`src/rtl/aibcr3_dll_pkg.sv`:
```
// Shared definitions for the strobe-align DLL delay-code controller.
// States, vote direction encoding and the binary-to-gray helper.
package aibcr3_dll_pkg;

  localparam logic [2:0] ST_IDLE   = 3'd0;
  localparam logic [2:0] ST_INIT   = 3'd1;
  localparam logic [2:0] ST_SETTLE = 3'd2;
  localparam logic [2:0] ST_SAMPLE = 3'd3;
  localparam logic [2:0] ST_DECIDE = 3'd4;
  localparam logic [2:0] ST_LOCKED = 3'd5;
  localparam logic [2:0] ST_OVR    = 3'd6;

  typedef enum logic [1:0] {
    DIR_TIE = 2'd0,
    DIR_UP  = 2'd1,
    DIR_DN  = 2'd2
  } dir_e;

  // Callers zero-extend narrower fields and width-cast the result back down.
  function automatic logic [31:0] bin2gray(input logic [31:0] bin);
    return bin ^ (bin >> 1);
  endfunction

endpackage

```
`src/rtl/aibcr3_dll_vote_win.sv`:
```
// Phase-detector vote window: counts 2**VOTE_W enabled cycles, accumulates the
// signed up/down balance and reports the window direction with a done pulse.
module aibcr3_dll_vote_win
  import aibcr3_dll_pkg::*;
#(
  parameter int VOTE_W = 4
) (
  input  logic clk,
  input  logic rst,
  input  logic clr,
  input  logic en,
  input  logic t_up,
  input  logic t_down,
  output logic win_done,
  output dir_e dir
);

  logic [VOTE_W-1:0]        cnt_q, cnt_d;
  logic signed [VOTE_W:0]   net_q, net_d;
  logic signed [VOTE_W+1:0] net_final;
  logic [1:0]               vote;
  dir_e                     dir_q, dir_d;

  // The last vote is folded in combinationally, so the register only ever
  // holds 2**VOTE_W-1 votes and cannot overflow.
  always_comb begin
    if (t_up && !t_down) begin
      vote = 2'b01;
    end else if (t_down && !t_up) begin
      vote = 2'b11;
    end else begin
      vote = 2'b00;
    end
    net_final = {net_q[VOTE_W], net_q} + {{VOTE_W{vote[1]}}, vote};
    win_done  = en && (cnt_q == {VOTE_W{1'b1}});

    cnt_d = cnt_q;
    net_d = net_q;
    dir_d = dir_q;
    if (clr) begin
      cnt_d = {VOTE_W{1'b0}};
      net_d = {(VOTE_W+1){1'b0}};
    end else if (win_done) begin
      cnt_d = {VOTE_W{1'b0}};
      net_d = {(VOTE_W+1){1'b0}};
      if (net_final[VOTE_W+1]) begin
        dir_d = DIR_DN;
      end else if (net_final != {(VOTE_W+2){1'b0}}) begin
        dir_d = DIR_UP;
      end else begin
        dir_d = DIR_TIE;
      end
    end else if (en) begin
      cnt_d = cnt_q + {{(VOTE_W-1){1'b0}}, 1'b1};
      net_d = net_final[VOTE_W:0];
    end else begin
      cnt_d = cnt_q;
    end
  end

  always_ff @(posedge clk or posedge rst) begin
    if (rst) begin
      cnt_q <= {VOTE_W{1'b0}};
      net_q <= {(VOTE_W+1){1'b0}};
      dir_q <= DIR_TIE;
    end else begin
      cnt_q <= cnt_d;
      net_q <= net_d;
      dir_q <= dir_d;
    end
  end

  assign dir = dir_q;

endmodule

```
`src/rtl/aibcr3_dll_code_ctrl.sv`:
```
// DLL delay-code controller: settle/sample/decide loop, code stepping with
// saturation, lock acquisition and loss tracking, CSR override, gray selects.
module aibcr3_dll_code_ctrl
  import aibcr3_dll_pkg::*;
#(
  parameter int CODE_W     = 10,
  parameter int FINE_W     = 3,
  parameter int VOTE_W     = 4,
  parameter int LOCK_CNT   = 8,
  parameter int SETTLE_CYC = 4
) (
  input  logic                     clk_pll,
  input  logic                     reset,
  input  logic                     t_up,
  input  logic                     t_down,
  input  logic                     lock_req,
  input  logic                     half_code_en,
  input  logic                     csr_code_ovr,
  input  logic [CODE_W-1:0]        csr_code,
  input  logic                     rb_selflock,
  output logic [CODE_W-1:0]        code_bin,
  output logic [CODE_W-FINE_W-1:0] f_gray,
  output logic [FINE_W-1:0]        i_gray,
  output logic                     code_valid,
  output logic                     dll_lock,
  output logic                     sat_hi,
  output logic                     sat_lo
);

  localparam int COARSE_W = CODE_W - FINE_W;
  localparam int LCNT_W   = $clog2(LOCK_CNT + 1);
  localparam int SCNT_W   = (SETTLE_CYC > 1) ? $clog2(SETTLE_CYC) : 1;
  localparam logic [CODE_W-1:0] CODE_MAX    = {CODE_W{1'b1}};
  localparam logic [CODE_W-1:0] CODE_ZERO   = {CODE_W{1'b0}};
  localparam logic [CODE_W-1:0] CODE_ONE    = {{(CODE_W-1){1'b0}}, 1'b1};
  localparam logic [CODE_W-1:0] CODE_MID    = {1'b1, {(CODE_W-1){1'b0}}};
  localparam logic [LCNT_W-1:0] LOCK_TGT    = LCNT_W'(LOCK_CNT);
  localparam logic [SCNT_W-1:0] SETTLE_LAST = SCNT_W'(SETTLE_CYC - 1);

  logic [2:0]          state_q, state_d;
  logic [CODE_W-1:0]   code_q, code_d;
  logic [SCNT_W-1:0]   settle_q, settle_d;
  logic [LCNT_W-1:0]   lock_cnt_q, lock_cnt_d, lock_inc;
  dir_e                prev_dir_q, prev_dir_d;
  logic                drift_q, drift_d;
  logic                code_valid_q, code_valid_d;
  logic                dll_lock_q, dll_lock_d;
  logic                sat_hi_q, sat_hi_d;
  logic                sat_lo_q, sat_lo_d;
  logic [COARSE_W-1:0] f_gray_q, f_gray_d;
  logic [FINE_W-1:0]   i_gray_q, i_gray_d;

  logic win_en, win_clr, win_done;
  logic sat_now, same_dir, opp_dir;
  dir_e win_dir;

  assign win_en  = (state_q == ST_SAMPLE) || (state_q == ST_LOCKED);
  assign win_clr = !win_en;

  aibcr3_dll_vote_win #(.VOTE_W(VOTE_W)) u_vote_win (
    .clk      (clk_pll),
    .rst      (reset),
    .clr      (win_clr),
    .en       (win_en),
    .t_up     (t_up),
    .t_down   (t_down),
    .win_done (win_done),
    .dir      (win_dir)
  );

  // Next-state, code, lock and saturation decisions.
  always_comb begin
    state_d      = state_q;
    code_d       = code_q;
    settle_d     = settle_q;
    lock_cnt_d   = lock_cnt_q;
    prev_dir_d   = prev_dir_q;
    drift_d      = drift_q;
    code_valid_d = code_valid_q;
    dll_lock_d   = dll_lock_q;
    sat_hi_d     = sat_hi_q;
    sat_lo_d     = sat_lo_q;
    lock_inc     = lock_cnt_q + LCNT_W'(1'b1);
    sat_now  = ((win_dir == DIR_UP) && (code_q == CODE_MAX)) ||
               ((win_dir == DIR_DN) && (code_q == CODE_ZERO));
    same_dir = (win_dir != DIR_TIE) && (win_dir == prev_dir_q);
    opp_dir  = (win_dir != DIR_TIE) && (prev_dir_q != DIR_TIE) && (win_dir != prev_dir_q);

    if (csr_code_ovr) begin
      state_d      = ST_OVR;
      code_d       = csr_code;
      code_valid_d = 1'b1;
      dll_lock_d   = rb_selflock;
      sat_hi_d     = 1'b0;
      sat_lo_d     = 1'b0;
      settle_d     = {SCNT_W{1'b0}};
      lock_cnt_d   = {LCNT_W{1'b0}};
      drift_d      = 1'b0;
    end else if ((state_q == ST_OVR) || !lock_req) begin
      state_d      = ST_IDLE;
      code_valid_d = 1'b0;
      dll_lock_d   = 1'b0;
      settle_d     = {SCNT_W{1'b0}};
      lock_cnt_d   = {LCNT_W{1'b0}};
      drift_d      = 1'b0;
    end else begin
      case (state_q)
        ST_IDLE: state_d = ST_INIT;
        ST_INIT: begin
          code_d       = half_code_en ? CODE_MID : CODE_ZERO;
          code_valid_d = 1'b1;
          dll_lock_d   = 1'b0;
          sat_hi_d     = 1'b0;
          sat_lo_d     = 1'b0;
          lock_cnt_d   = {LCNT_W{1'b0}};
          prev_dir_d   = DIR_TIE;
          drift_d      = 1'b0;
          settle_d     = {SCNT_W{1'b0}};
          state_d      = ST_SETTLE;
        end
        ST_SETTLE: begin
          if (settle_q == SETTLE_LAST) begin
            settle_d = {SCNT_W{1'b0}};
            state_d  = dll_lock_q ? ST_LOCKED : ST_SAMPLE;
          end else begin
            settle_d = settle_q + SCNT_W'(1'b1);
          end
        end
        ST_SAMPLE, ST_LOCKED: begin
          state_d = win_done ? ST_DECIDE : state_q;
        end
        ST_DECIDE: begin
          if (win_dir == DIR_UP) begin
            sat_hi_d = sat_now;
            sat_lo_d = 1'b0;
            code_d   = sat_now ? code_q : code_q + CODE_ONE;
          end else if (win_dir == DIR_DN) begin
            sat_hi_d = 1'b0;
            sat_lo_d = sat_now;
            code_d   = sat_now ? code_q : code_q - CODE_ONE;
          end else begin
            sat_hi_d = 1'b0;
            sat_lo_d = 1'b0;
          end
          if (win_dir != DIR_TIE) begin
            prev_dir_d = win_dir;
          end else begin
            prev_dir_d = prev_dir_q;
          end
          // Locked: a repeat of a repeat means the loop is drifting away.
          if (dll_lock_q) begin
            if (same_dir && drift_q) begin
              dll_lock_d = 1'b0;
              lock_cnt_d = {LCNT_W{1'b0}};
              drift_d    = 1'b0;
            end else if (same_dir) begin
              drift_d = 1'b1;
            end else if (opp_dir) begin
              drift_d = 1'b0;
            end else begin
              drift_d = drift_q;
            end
          end else if (sat_now) begin
            lock_cnt_d = {LCNT_W{1'b0}};
          end else if ((win_dir == DIR_TIE) || opp_dir) begin
            lock_cnt_d = lock_inc;
            if (lock_inc == LOCK_TGT) begin
              dll_lock_d = 1'b1;
              drift_d    = 1'b0;
            end else begin
              dll_lock_d = 1'b0;
            end
          end else begin
            lock_cnt_d = {LCNT_W{1'b0}};
          end
          if (code_d != code_q) begin
            state_d = ST_SETTLE;
          end else begin
            state_d = dll_lock_d ? ST_LOCKED : ST_SAMPLE;
          end
        end
        default: state_d = ST_IDLE;
      endcase
    end

    f_gray_d = COARSE_W'(bin2gray(32'(code_d[CODE_W-1:FINE_W])));
    i_gray_d = FINE_W'(bin2gray(32'(code_d[FINE_W-1:0])));
  end

  always_ff @(posedge clk_pll or posedge reset) begin
    if (reset) begin
      state_q      <= ST_IDLE;
      code_q       <= {CODE_W{1'b0}};
      settle_q     <= {SCNT_W{1'b0}};
      lock_cnt_q   <= {LCNT_W{1'b0}};
      prev_dir_q   <= DIR_TIE;
      drift_q      <= 1'b0;
      code_valid_q <= 1'b0;
      dll_lock_q   <= 1'b0;
      sat_hi_q     <= 1'b0;
      sat_lo_q     <= 1'b0;
      f_gray_q     <= {COARSE_W{1'b0}};
      i_gray_q     <= {FINE_W{1'b0}};
    end else begin
      state_q      <= state_d;
      code_q       <= code_d;
      settle_q     <= settle_d;
      lock_cnt_q   <= lock_cnt_d;
      prev_dir_q   <= prev_dir_d;
      drift_q      <= drift_d;
      code_valid_q <= code_valid_d;
      dll_lock_q   <= dll_lock_d;
      sat_hi_q     <= sat_hi_d;
      sat_lo_q     <= sat_lo_d;
      f_gray_q     <= f_gray_d;
      i_gray_q     <= i_gray_d;
    end
  end

  assign code_bin   = code_q;
  assign f_gray     = f_gray_q;
  assign i_gray     = i_gray_q;
  assign code_valid = code_valid_q;
  assign dll_lock   = dll_lock_q;
  assign sat_hi     = sat_hi_q;
  assign sat_lo     = sat_lo_q;

endmodule

```
`config.mk`:
```
export PLATFORM = sky130hd
export DESIGN_NAME = aibcr3_dll_code_ctrl
export DESIGN_NICKNAME = d
export VERILOG_FILES = /design/src/rtl/aibcr3_dll_pkg.sv /design/src/rtl/aibcr3_dll_vote_win.sv /design/src/rtl/aibcr3_dll_code_ctrl.sv
export SDC_FILE = /design/constraint.sdc
export NUM_CORES = 1
export LEC_CHECK = 0
export BUFFER_PORTS_ARGS = -buffer_cell sky130_fd_sc_hd__buf_2
export CORE_ASPECT_RATIO = 1.2
export CORE_MARGIN = 1.5
export CORE_UTILIZATION = 40
export DETAILED_ROUTE_END_ITERATION = 8
export PLACE_DENSITY_LB_ADDON = 0.08
export SLEW_MARGIN = 20
export SYNTH_ARGS = -nofsm -noshare
export SYNTH_HDL_FRONTEND = slang
export SYNTH_HIERARCHICAL = 1
export SYNTH_SLANG_ARGS = --single-unit
```
`constraint.sdc`:
```
create_clock -name clk_pll -period 3.65 [get_ports clk_pll]
set_clock_uncertainty 0.05 [all_clocks]
set_input_delay 0.5475 -clock clk_pll [delete_from_list [all_inputs] [get_ports clk_pll]]
set_output_delay 0.5475 -clock clk_pll [all_outputs]
set_load 0.02 [all_outputs]
```
* After elaboration in Yosys (flattened, before gate mapping)
Cells that the tools add are included.
W data, S select, Z words.
** Cells by class
- $add $sub $neg :: 6
- Equal/unequal tests :: 24
- Multiplexer cells :: 73
- Bitwise operators :: 4
- Reduce and logical (&&, ||, !) cells :: 34
** Operators by type and width (count)
- $mux W10 :: 10
- $mux W4 :: 8
- $mux W1 :: 30
- $mux W3 :: 7
- $ne A5 B5 Y1 const B :: 4
- $pmux W10 S2 :: 1
- $pmux W3 S5 :: 1
- $mux W2 :: 7
- $add A10 B1 Y10 const B :: 1
- $eq A10 B10 Y1 const B :: 1
- $logic_not A10 Y1 :: 1
- $mux W5 :: 2
- $ne A10 B10 Y1 :: 1
- $sub A10 B1 Y10 const B :: 1
- $eq A3 B3 Y1 const B :: 3
- $logic_and A1 B1 Y1 :: 9
- $add A4 B1 Y4 const B :: 2
- $eq A4 B4 Y1 const B :: 2
- $ne A4 B4 Y1 const B :: 2
- $pmux W1 S2 :: 4
- $pmux W2 S2 :: 2
- $pmux W4 S2 :: 1
- $reduce_and A2 Y1 :: 4
- $reduce_bool A4 Y1 :: 2
- other kinds (23) :: 35
** Word-level totals
- Flip-flop bits (word level) :: 47
- Output and inout bits :: 24
- Word-level logic and storage cells :: 156

* Depth between registers and ports, before layout
Gate-level depths: netlist of run 1.
- Word-level depth :: 15
- Mapped depth :: 12
- Mapped depth without buffers :: 11

* By module
The synthesis of run 1 kept the hierarchy.
** By module, submodules not included
- aibcr3_dll_code_ctrl :: instances 1, cells each 295, area each 2581.2 um2, sequential area each 850.8 um2
- aibcr3_dll_vote_win :: instances 1, cells each 81, area each 765.7 um2, sequential area each 275.3 um2

* Worst setup path before layout of run 1
OpenSTA, ideal clock, no wires.
- Path kind :: reg2reg
- Start point :: reg state_q[1]
- End point :: reg state_q[2]
- Setup time :: 120 ps
- Data arrival time :: 2570 ps
- Required time :: 3480 ps
- Path slack :: 909 ps
- Cell stages (with the launch flop) :: 13
- Buffers on the path :: 1
- Clock period less this slack :: 2741 ps
- Cell sequence :: dfrtp_1 clkbuf_1 nor2b_1 o21ai_0 inv_1 nand4_1 inv_1 nand2_1 a32oi_1 or2_2 o2111ai_1 nand3_1 a41o_1
** Between the ends
- Cells in the longest elaborated chain, start to end :: 5
- Elaborated cells between the ends (all ways) :: 17
- Classes of those cells :: eq/ne (8); mux (3); reduce/logical (6)
** RTL lines
- from (decl) :: RTL line aibcr3_dll_code_ctrl.sv:40 : logic [2:0] state_q, state_d;
- from (signal assigned) :: RTL line aibcr3_dll_code_ctrl.sv:205 : state_q <= state_d;
- $eq A3 B2 Y1 or $eq A3 B3 Y1 (tied branches) :: RTL line aibcr3_dll_code_ctrl.sv:57 : assign win_en = (state_q == ST_SAMPLE) || (state_q == ST_LOCKED);
- $logic_or A1 B1 Y1 (*) :: RTL line aibcr3_dll_code_ctrl.sv:57
- via win_en :: RTL line aibcr3_dll_code_ctrl.sv:53 : logic win_en, win_clr, win_done;
- $logic_and A1 B1 Y1 (*) :: RTL line aibcr3_dll_vote_win.sv:35 : win_done = en && (cnt_q == {VOTE_W{1'b1}});
- via win_done :: RTL line aibcr3_dll_code_ctrl.sv:53
- $ne A4 B4 Y1 (no line) (*)
- $reduce_and A2 Y1 (no line) (*)
Mark *: on every way through the listed nets, which the timed path passes. The rest lies on a longest branch.
A chain may end at the register's enable or synchronous reset.

* Final worst setup path of run 1
Same ends and word-level chain as after synthesis.

==> parameters.txt, run 1 <==
Parameter                              Value

Die
  Vertical die dimension ... approximately 100 microns
  Starting density of the core ... between 40% and 50%
  Top-level I/O count ... 42
  Std cell rows ... 36
  Core footprint ... 8108 sq um
  Die X-Extent ... 86.51 microns
  Area of the die ... 8928 sq um

GRT
  Global router's overall resource usage ... 19.76%
  Vias in the first global route ... roughly 2900
  Pin count of the biggest net entering global routing ... 35
  Grt total ovfl ... 0
  First-pass GRT wire length ... approximately 14000 microns
  Antenna violations before repair ... 0

Logic synthesis
  Largest family of logic cells by synthesized area ... simple AND/OR/NAND/NOR gates
  Synthesized net count ... 405
  Share of synthesized cell area in and, or, nand and nor gates ... 24.79%
  Flip-flop cell with the highest count after synthesis ... dfrtp_1
  Multiplexer share of the synthesized area ... around 2.2%
  Number of flops mapped to enable cells by yosys ... 0
  Cell type with the highest aggregate area in the netlist ... dfrtp_1
  Yosys warning total ... 6
  Share of Yosys cell area claimed by the top area cell type ... 33.64%
  Synthesized-area fraction occupied by ao, oa, aoi and oai cells ... 24.00%
  Main area contributors after synthesis ... dfrtp_1, ha_1, o21ai_0
  Unique cell type count in the Yosys netlist ... 79
  Post-synthesis sequential area ratio ... 33.64%
  Count of mapped cells out of synthesis ... 376
  Area of the mapped netlist ... about 3300 sq um
  Adder-cell share of the synthesized area ... 4.112%
  Mean instance size in the synthesized netlist ... 8.901 sq um
  Xor/xnor cell area share of the yosys netlist ... 4.449%
  Share of synthesized flip-flops with an asynchronous set or reset ... 100.0%
  Number of synthesized register bits ... 45

Power
  Total power of the final layout ... 1.344 mW
  Power per Cell Area ... 363.5 nW/um^2
  Pleak ... 1.581 nW
  Worst ir drop on vdd ... 0.1395 mV

STA
  Post-route minimum period ... 3.122 ns
  Slew @ Worst Pin ... between 0.7 and 0.8 ns
  Setup slack of the critical path after layout ... 0.5283 ns
  Max Clk Rate ... 320.3 MHz
  Final hold violations ... 0
  Number of endpoints failing setup at the final stage ... 0
  Ratio of final minimum period to clock period ... about 86%
  RSZ-0062 raised after global routing ... false
  Sum of negative setup slack ... 0 ns
  Normalized max-slew margin ... 50.91%
  Fin. max-slew vios ... 0

Critical path
  Class of the most critical setup path ... reg2reg
  Buffering stage count on the worst path with inverters included ... 2
  CP cell instances ... nor2b_1 > o21ai_0 > inv_1 > nand4_1 > inv_1 > nand2_1 > a32oi_1 > or2_2 > o2111ai_1 > nand3_1 > a41o_1
  Most prevalent standard cell on the critical path ... inv_1
  Largest fanout on the critical path ... 16
  Req. time, crit path ... between 3 and 4 ns
  Crit-path max cell delay ... 0.63 ns
  Startpoint types ... flip-flop
  Destination of the worst register-to-register timing path ... state_q[2]
  Worst path arrival time ... 3.27 ns
  Kind of end point of the critical path ... flip-flop
  Worst path top cell family by delay ... compound AO/OA/AOI/OAI gates
  Flop-to-flop setup slack ... between 0.5 and 0.6 ns
  Slowest cell on the critical path ... o21ai_0
  Cell depth of the worst flop-to-flop path ... 11
  Launch instance of the worst register-to-register path ... state_q[1]

Layout
  Most common library cell in the layout ignoring fill and taps ... dfrtp_1
  Share of final-layout standard cells stronger than drive strength 1 ... 19.75%
  Layout overhead on the synthesized area ... 10.47%
  Final net count ... 433
  Top library cells by usage in the layout, fill and taps aside ... dfrtp_1, buf_2, nand2_1, o21ai_0, nor2_1
  Antenna diode count ... 0
  Non-filler cells in the finished layout ... 500
  Utilization after layout ... a little under half

Detailed routing
  Routed wire length ... about 8500 microns
  Routed wire length per instance ... 17.10 microns
  Residual antenna-violating net count after detailed routing ... 0
  Number of DRC markers after the initial detailed-route iteration ... 168
  Per-cell via count in the routed design ... 6.026
  Vias post-DR ... 3013
  First drt pass iteration count ... 4
  Drc violations ... 0

Run status
  Outcome ... completed

Hold path
  Path type of the worst min-delay path ... in2async

Flow run
  Number of max-cap violations ... 0

Clock tree
  Buffers inserted by post-CTS timing repair ... 0
  CTS tree ... done
  Clock insertion delay at the later pin of the skew report ... 0.30 ns
  TritonCTS Sinks ... 45
  Inserted Clock Buffers ... 5
  Number of levels in the clock H-tree ... 2
  Max Root-Sink Buffers ... 2
  Number of hold buffers added after CTS ... 0
  Clock-pin slew on the worst setup and hold paths ... 0.09 ns
  Post-CTS sizing ... 0
  CTS root buffer ... clkbuf_8

Place
  Pre-CTS WS ... between 0.6 and 0.7 ns
  DPL Wire Length ... 6254 microns
  Count of buffers from port buffering ... just over 40
  Number of placed instances, taps included ... a little under 500
  Final Wtd Congestion ... 0.8506
[worst reg2reg max path, stage by stage (launching register included)]
cell and delay [ns]:
dfrtp_1 0.55, nor2b_1 0.26, o21ai_0 0.63, inv_1 0.25
nand4_1 0.22, inv_1 0.10, nand2_1 0.10, a32oi_1 0.10
or2_2 0.33, o2111ai_1 0.11, nand3_1 0.10, a41o_1 0.21
[logic make-up (layout without fill, tap and decap cells)]
logic type / Yosys count / in the layout
buf+inv: 46 / 75
fa+ha+maj: 11 / 11
flops: 45 / 45
xor+xnor: 17 / 17
compound gates: 109 / 109
simple gates: 141 / 141
mux: 7 / 7
[worst max-delay path by stage]
stage               cells past startpoint        from          to  slack (ns)
floorplan                              12  state_q[1]  state_q[2]        0.91
global placement                       11  state_q[1]  state_q[2]        0.78
detailed placement                     11  state_q[1]  state_q[2]        0.63
CTS                                    11  state_q[1]  state_q[2]        0.57
global route                           11  state_q[1]  state_q[2]        0.26
finish                                 11  state_q[1]  state_q[2]        0.53
[registers in the layout (all words and copies together) (netlist names)]
name / cells
code_bin: 10
code_valid: 1
dll_lock: 1
drift_q: 1
f_gray: 6
i_gray: 2
lock_cnt_q: 4
prev_dir_q: 2
sat_hi: 1
sat_lo: 1
settle_q: 2
state_q: 3
u_vote_win/cnt_q: 4
u_vote_win/dir: 2
u_vote_win/net_q: 5
[per-stage QoR]
| stage | hold WS [ns] | instance area [sq um] |
|---|---|---|
| 3_5_place_dp | 0.3875 | 3563 |
| 2_1_floorplan | 0.3499 | 3347 |
| 5_1_grt | 0.2229 | 3697 |
| 3_3_place_gp | 0.3882 | 3563 |
| 6_report | 0.1744 | 3697 |
| 4_1_cts | 0.1864 | 3697 |
[layout make-up]
type | count | area, sq um
inverters | 20 | 75.07
multi-input cells | 285 | 1993
clock inverters | 3 | 65.06
clock buffers | 5 | 68.82
repair buffers | 47 | 250.2
well taps | 95 | 118.9
fillers | 811 | 4410
flip-flops and latches | 45 | 1126
[synth_stat cells (5+ instances only)]
master	number
a21oi_1	19
nand3b_1	7
dfrtp_1	45
xor2_1	5
a211oi_1	5
nand2_1	29
buf_6	5
inv_1	20
nor2b_1	13
ha_1	11
nor2_1	24
o21ai_0	26
xnor2_1	12
nand3_1	11
nand4_1	7
nand2b_1	6
clkbuf_1	12
[where the power goes]
part           internal, mW  leakage [nW]  switching, mW
clock                 0.272        0.0681          0.184
combinational         0.120         0.948          0.184
sequential            0.534         0.565         0.0492
total                 0.926          1.58          0.418
[routing by layer]
layer  global-route usage, %  vias to the layer above  share of wire, %  wire length [microns]
li1                        -                     1448                 -                      -
met5                       0                        -                 0                      0
met2                   35.52                       82                49                   4217
met1                   24.71                     1471                45                   3835
met3                   3.254                       12               4.5                    386
met4                   4.963                        0               1.3                    110
Power figures use the tool's default switching activity.
==> run 2, diff against run 1 <==
--- a/config.mk
+++ b/config.mk
@@ -5,7 +5,7 @@
 export SDC_FILE = /design/constraint.sdc
 export NUM_CORES = 1
 export LEC_CHECK = 0
-export BUFFER_PORTS_ARGS = -buffer_cell sky130_fd_sc_hd__buf_2
+export BUFFER_PORTS_ARGS = -buffer_cell sky130_fd_sc_hd__buf_4
 export CORE_ASPECT_RATIO = 1.2
 export CORE_MARGIN = 1.5
 export CORE_UTILIZATION = 40
==> run 2 against run 1 <==
Fmax increased by 2.1%. Critical path depth unchanged. Clock-buffer cell count grew 2. Worst setup slack improved by 0.064 ns. Design area is 1.5% higher. Combinational power increased by 8.6%. Total power fell by 8.0%. Sequential power about the same. Die area did not move. Clock power down 30%. Sequential share of layout area shrank 0.45 points. Critical endpoint unchanged. Highest routed layer unchanged.
==> parameters.txt, run 2 (synthesized netlist as in run 1, its figures left out) <==
Parameter                              Value

Run status
  Outcome ... completed

Power
  Sequential share of power ... 47.4% (+4.0 points)
  Power per Cell Area ... 329.5 nW/um^2 (-9.3%)
  Combinational power share ... 26.7% (+4.1 points)
  Pleak ... 1.592 nW (+0.68%)
  Net Switching ... 407.1 uW (-2.5%)
  Worst ir drop on vdd ... 0.1289 mV (-7.6%)
  Portion of total power attributed to the clock network ... 26.0% (-8.0 points)
  Internal Power ... 829.3 uW (-10%)
  Fraction of power spent switching nets ... 32.93% (+1.8 points)

Place
  Instance area at placement ... 3666 sq um (+2.9%)
  DPL Wire Length ... 6220 microns (-0.54%)
  Final Wtd Congestion ... 0.8506 (unchanged)
  Count of buffers from port buffering ... 41 (unchanged)
  Number of placed instances, taps included ... 492 (unchanged)

Detailed routing
  Number of DRC markers after the initial detailed-route iteration ... 134 (-20%)
  Routed wire length per instance ... 17.16 microns (+0.39%)
  Vias post-DR ... 2956 (-1.9%)
  Per-cell via count in the routed design ... 5.924 (-1.7%)
  Routed wire length ... 8565 microns (+0.19%)
  Residual antenna-violating net count after detailed routing ... 0 (unchanged)
  Drc violations ... 0 (unchanged)
  First drt pass iteration count ... 4 (unchanged)

Layout
  Layout overhead on the synthesized area ... 12.11%
  Fillcell total ... 800 (-1.4%)
  Top library cells by usage in the layout, fill and taps aside ... buf_4, dfrtp_1, nand2_1, o21ai_0, nor2_1
  Share of final-layout standard cells stronger than drive strength 1 ... 19.31% (-0.45 points)
  Largest register FFs ... 10 (unchanged)
  Storage cell area ... 1126 sq um (unchanged)
  Most common library cell in the layout ignoring fill and taps ... buf_4
  Antenna diode count ... 0 (unchanged)
  Footprint of the multi-input gates ... 1993 sq um (unchanged)
  Utilization after layout ... 46.28% (+0.68 points)
  Non-filler cells in the finished layout ... 499 (-0.20%)
  Final net count ... 433 (unchanged)
  Final design area excluding fillers ... 3752 sq um (+1.5%)

Clock tree
  CTS tree ... done
  Buffers inserted by post-CTS timing repair ... 0 (unchanged)
  TritonCTS Sinks ... 45 (unchanged)
  Max Root-Sink Buffers ... 2 (unchanged)
  Inserted Clock Buffers ... 5 (unchanged)
  Number of hold buffers added after CTS ... 0 (unchanged)
  Clock-pin slew on the worst setup and hold paths ... 0.08 ns (about the same)
  CTS root buffer ... clkbuf_8
  Post-CTS sizing ... 0 (unchanged)
  Clock insertion delay at the later pin of the skew report ... 0.30 ns (about the same)
  Number of levels in the clock H-tree ... 2 (unchanged)

Critical path
  Worst path arrival time ... 3.20 ns (-0.07 ns)
  Kind of end point of the critical path ... flip-flop
  Cell depth of the worst flop-to-flop path ... 11 (unchanged)
  Startpoint types ... flip-flop
  Flop-to-flop setup slack ... 0.59 ns (+0.06 ns)
  Largest fanout on the critical path ... 16 (unchanged)
  Class of the most critical setup path ... reg2reg
  Launch instance of the worst register-to-register path ... state_q[1]
  Destination of the worst register-to-register timing path ... state_q[2]
  Req. time, crit path ... 3.79 ns (about the same)

STA
  Sum of negative setup slack ... 0 ns (unchanged)
  Number of endpoints failing setup at the final stage ... 0 (unchanged)
  Ratio of final minimum period to clock period ... 83.77% (-1.8 points)
  Post-route minimum period ... 3.058 ns (-0.06406 ns)
  Normalized max-slew margin ... 53.73% (+2.8 points)
  Fin. max-slew vios ... 0 (unchanged)
  Max Clk Rate ... 327.1 MHz (+2.1%)
  Final hold violations ... 0 (unchanged)
  RSZ-0062 raised after global routing ... false
  Slew @ Worst Pin ... 0.6869 ns (-0.04177 ns)

GRT
  Pin count of the biggest net entering global routing ... 35 (unchanged)
  Grt total ovfl ... 0 (unchanged)
  Vias in the first global route ... 2780 (-3.1%)
  First-pass GRT wire length ... 13990 microns (-0.34%)
  Antenna violations before repair ... 0 (unchanged)
  Global router's overall resource usage ... 20.06% (+0.30 points)

Die
  Top-level I/O count ... 42 (unchanged)
  Die X-Extent ... 86.51 microns (unchanged)
  Vertical die dimension ... 103.2 microns (unchanged)
  Core footprint ... 8108 sq um (unchanged)
  Area of the die ... 8928 sq um (unchanged)
  Starting density of the core ... 41.28% (unchanged)
  Std cell rows ... 36 (unchanged)

Hold path
  Path type of the worst min-delay path ... in2async

Flow run
  Number of max-cap violations ... 0 (unchanged)
-- run 2: changes by cell type in the layout (fill, tap and decap cells not counted) --
cell       delta
bufinv_16     -2
buf_4        +41
clkbuf_8      +1
clkinv_2      -1
buf_2        -41
clkbuf_1      +1
-- run 2: worst max-delay path by stage --
stage,from,end,cells after the start
final,state_q[1],state_q[2],11
after global routing,state_q[1],state_q[2],11
after CTS,state_q[1],state_q[2],11
after detailed placement,state_q[1],state_q[2],11
after global placement,state_q[1],state_q[2],11
after floorplan,state_q[1],state_q[2],12
-- run 2: per-layer routing --
metal	global-route usage, %	vias up	share of wire (%)
li1	-	1449	-
met1	25.50	1433	45
met2	35.46	63	50
met3	2.937	11	3.6
met4	5.831	0	1.6
met5	0	-	0
-- run 2: cell type report --
cell class	count	area share (%)
clock buffer	7	2.301
timing repair buffer	47	9.403
tap	95	3.168
sequential	45	30.01
inverter	20	2.001
multi-input combinational	285	53.12
-- run 2: metrics by stage --
step | hold WS (ns) | setup WS [ns] | power [mW]
after floorplan | 0.3499 | 0.9091 | 0.8085
after global placement | 0.3856 | 0.7783 | 0.9244
after detailed placement | 0.3879 | 0.6479 | 0.9255
after CTS | 0.1926 | 0.6253 | 1.251
after global routing | 0.2248 | 0.2687 | 1.305
final | 0.1842 | 0.5924 | 1.236
-- run 2: power groups by stage --
stage          clock (mW)  combinational (mW)  sequential, mW
2_1_floorplan           0               0.196           0.613
3_3_place_gp            0               0.330           0.595
3_5_place_dp            0               0.331           0.594
4_1_cts             0.333               0.332           0.585
5_1_grt             0.348               0.364           0.593
6_report            0.321               0.330           0.586
-- run 2: worst max-delay path: stages, from the launching register on --
cell	delay [ns]
dfrtp_1	0.56
nor2b_1	0.26
o21ai_0	0.59
inv_1	0.24
nand4_1	0.21
inv_1	0.09
nand2_1	0.09
a32oi_1	0.10
or2_2	0.33
o2111ai_1	0.10
nand3_1	0.10
a41o_1	0.21
==> run 3, diff against run 2 <==
--- a/config.mk
+++ b/config.mk
@@ -5,6 +5,7 @@
 export SDC_FILE = /design/constraint.sdc
 export NUM_CORES = 1
 export LEC_CHECK = 0
+export ABC_AREA = 1
 export BUFFER_PORTS_ARGS = -buffer_cell sky130_fd_sc_hd__buf_4
 export CORE_ASPECT_RATIO = 1.2
 export CORE_MARGIN = 1.5
==> constraint.sdc (replaced) <==
create_clock -name clk_pll -period 3.15 [get_ports clk_pll]
set_clock_uncertainty 0.05 [all_clocks]
set_input_delay 0.4725 -clock clk_pll [delete_from_list [all_inputs] [get_ports clk_pll]]
set_output_delay 0.4725 -clock clk_pll [all_outputs]
set_load 0.02 [all_outputs]
==> run 3 against run 2 <==
The flow now finishes with violations (design-rule violations). Die area shrank 3.7%. Flip-flop and latch count is the same. Final cell count grew 16%.
==> parameters.txt, run 3 <==
Parameter                              Value

Layout
  Layout overhead on the synthesized area ... 15.70%
  Largest register FFs ... 10 (unchanged)
  Fillcell total ... 847 (+5.9%)
  Share of final-layout standard cells stronger than drive strength 1 ... 21.93% (+2.6 points)
  Top library cells by usage in the layout, fill and taps aside ... nand2_1, inv_1, dfrtp_1, nand3_1, buf_4
  Utilization after layout ... 48.05% (+1.8 points)
  Final net count ... 516 (+19%)
  Most common library cell in the layout ignoring fill and taps ... nand2_1
  Antenna diode count ... 0 (unchanged)

Run status
  Outcome ... complete, but fails checks
  Violations in the final reports ... design-rule violations

STA
  Fin. max-slew vios ... 0 (unchanged)
  Sum of negative setup slack ... 0 ns (unchanged)
  Normalized max-slew margin ... 67.04% (+13 points)
  Ratio of final minimum period to clock period ... 67.08% (-17 points)
  Final hold violations ... 0 (unchanged)
  Number of endpoints failing setup at the final stage ... 0 (unchanged)
  RSZ-0062 raised after global routing ... false
  Max Clk Rate ... 473.3 MHz (+45%)
  Slew @ Worst Pin ... 0.4913 ns (-0.1955 ns)
  Post-route minimum period ... 2.113 ns (-0.9447 ns)

Logic synthesis
  Share of synthesized cell area in and, or, nand and nor gates ... 35.76% (+11 points)
  Largest family of logic cells by synthesized area ... simple AND/OR/NAND/NOR gates
  Synthesized net count ... 473 (+17%)
  Synthesized-area fraction occupied by ao, oa, aoi and oai cells ... 13.29% (-11 points)
  Share of Yosys cell area claimed by the top area cell type ... 34.98% (+1.3 points)
  Cell with the most instances after synthesis ... nand2_1
  Yosys warning total ... 6 (unchanged)
  Xor/xnor cell area share of the yosys netlist ... 1.593% (-2.9 points)
  Number of synthesized register bits ... 45 (unchanged)
  Share of synthesized flip-flops with an asynchronous set or reset ... 100.0% (unchanged)
  Multiplexer share of the synthesized area ... 0% (-2.2 points)
  Flip-flop cell with the highest count after synthesis ... dfrtp_1
  Area of the mapped netlist ... 3219 sq um (-3.8%)
  Post-synth top cells ... nand2_1, inv_1, dfrtp_1
  Adder-cell share of the synthesized area ... 4.275% (+0.16 points)
  Cell type with the highest aggregate area in the netlist ... dfrtp_1
  Count of mapped cells out of synthesis ... 444 (+18%)
  Post-synthesis sequential area ratio ... 34.98% (+1.3 points)
  Main area contributors after synthesis ... dfrtp_1, nand2_1, inv_1
  Mean instance size in the synthesized netlist ... 7.251 sq um (-19%)
  Unique cell type count in the Yosys netlist ... 45 (-43%)
  Number of flops mapped to enable cells by yosys ... 0 (unchanged)

Die
  Area of the die ... 8598 sq um (-3.7%)
  Starting density of the core ... 41.53% (+0.25 points)
  Top-level I/O count ... 42 (unchanged)
  Die X-Extent ... 84.90 microns (-1.9%)
  Vertical die dimension ... 101.3 microns (-1.9%)
  Std cell rows ... 35 (-2.8%)
  Core footprint ... 7751 sq um (-4.4%)

GRT
  Vias in the first global route ... 3039 (+9.3%)
  Antenna violations before repair ... 0 (unchanged)
  Global router's overall resource usage ... 19.90% (-0.16 points)
  First-pass GRT wire length ... 13590 microns (-2.8%)
  Grt total ovfl ... 0 (unchanged)
  Pin count of the biggest net entering global routing ... 35 (unchanged)

Detailed routing
  First drt pass iteration count ... 9 (+5)
  Vias post-DR ... 2962 (+0.20%)
  Residual antenna-violating net count after detailed routing ... 0 (unchanged)
  Drc violations ... 3 (+3)
  DR WL met3 ... 207 microns (-33%)
  Highest metal layer used by the detailed router ... met4
  Wire length the detailed router placed on met1 ... 3387 microns (-12%)
  Routed wire length ... 8021 microns (-6.4%)
  Per-cell via count in the routed design ... 5.107 (-14%)
  Number of DRC markers after the initial detailed-route iteration ... 112 (-16%)
  Met2 routed WL ... 4286 microns (+0.66%)
  Routed wire length per instance ... 13.83 microns (-19%)

Clock tree
  Post-CTS sizing ... 0 (unchanged)
  Buffers inserted by post-CTS timing repair ... 0 (unchanged)
  CTS tree ... done
  Number of levels in the clock H-tree ... 2 (unchanged)
  Clock-pin slew on the worst setup and hold paths ... 0.09 ns (about the same)
  Number of hold buffers added after CTS ... 0 (unchanged)
  CTS root buffer ... clkbuf_8
  Inserted Clock Buffers ... 5 (unchanged)
  Max Root-Sink Buffers ... 2 (unchanged)
  Clock insertion delay at the later pin of the skew report ... 0.30 ns (about the same)
  TritonCTS Sinks ... 45 (unchanged)

Critical path
  Kind of end point of the critical path ... flip-flop
  Req. time, crit path ... 3.30 ns (-0.49 ns)
  Class of the most critical setup path ... reg2reg
  Worst path arrival time ... 2.26 ns (-0.94 ns)
  Startpoint types ... flip-flop
  Largest fanout on the critical path ... 7 (-9)

Power
  Pleak ... 1.907 nW (+20%)
  Power per Cell Area ... 460.8 nW/um^2 (+40%)
  Total power of the final layout ... 1.716 mW (+39%)
  Worst ir drop on vdd ... 0.2148 mV (+67%)

Place
  DPL Wire Length ... 6175 microns (-0.73%)
  Count of buffers from port buffering ... 41 (unchanged)
  Final Wtd Congestion ... 0.9255 (+8.8%)

Flow run
  Number of max-cap violations ... 0 (unchanged)

Hold path
  Path type of the worst min-delay path ... in2async
run 3: cell count changes in the layout (fill, tap and decap cells not counted), sizes merged, moves of 5 or more:
cell,delta
nand2,+97
inv,+52
nand3,+37
nor2,+21
nor2b,-13
xnor2,-11
nand2b,-6
nand3b,-6
a21oi,-5
nand4,+5
nor3b,-5
or3,-5
run 3: cell type report:
cell class	instances	area, sq um	share of cell area (%)
Multi-Input combinational cell	318	1768	47.46
Sequential cell	45	1126	30.23
Timing Repair Buffer	43	322.8	8.666
Inverter	74	281.5	7.558
Tap cell	92	115.1	3.090
Clock buffer	6	72.57	1.948
Clock inverter	2	38.79	1.041
run 3: per-stage QoR:
step / std cells / hold WS, ns / setup slack (ns) / cell area, sq um
after detailed placement: 572 / 0.4335 / 0.9906 / 3613
final: 580 / 0.1218 / 1.037 / 3725
after global placement: 572 / 0.4295 / 1.014 / 3613
after CTS: 580 / 0.1333 / 1.006 / 3725
after global routing: 580 / 0.1655 / 0.7965 / 3725
after floorplan: 444 / 0.2749 / 1.212 / 3219
run 3: final timing paths:
kind                       cells past startpoint  slack, ns                  end         from
max                                           14       1.04            f_gray[1]  code_bin[0]
max in group asynchronous                      3       2.50             dll_lock        reset
max reg2reg                                   14       1.04            f_gray[1]  code_bin[0]
min in group clk_pll                           3       0.35             dll_lock  rb_selflock
min                                            2       0.12  u_vote_win/cnt_q[3]        reset
min reg2reg                                    1       0.45              drift_q      drift_q
run 3: logic make-up (layout without fill, tap and decap cells):
group	after synthesis	in the layout
compound gates	67	67
buf+inv	81	125
flops	45	45
fa+ha+maj	11	11
xor+xnor	5	5
simple gates	235	235
run 3: per-layer routing:
metal	vias up	GRT usage [%]
li1	1523	-
met1	1384	22.41
met2	44	38.71
met3	11	2.282
met4	0	6.810
met5	-	0
run 3: power by group:
part | switching [mW] | total [mW] | internal [mW] | leakage (nW)
sequential | 0.0693 | 0.716 | 0.647 | 0.568
combinational | 0.357 | 0.554 | 0.197 | 1.28
clock | 0.207 | 0.446 | 0.238 | 0.0554
total | 0.634 | 1.72 | 1.08 | 1.91
run 3: worst max-delay path: stages (launching register included):
cell and delay (ns):
dfrtp_1 0.46, inv_1 0.15, ha_1 0.23, nand2_1 0.08, nor2_2 0.05, nand2_4 0.12
nand2_8 0.10, o21ai_1 0.20, nand3_1 0.10, o21ai_0 0.08, nand3_1 0.10, nand2_2 0.11
inv_1 0.07, nand2_1 0.06, nand2_1 0.05
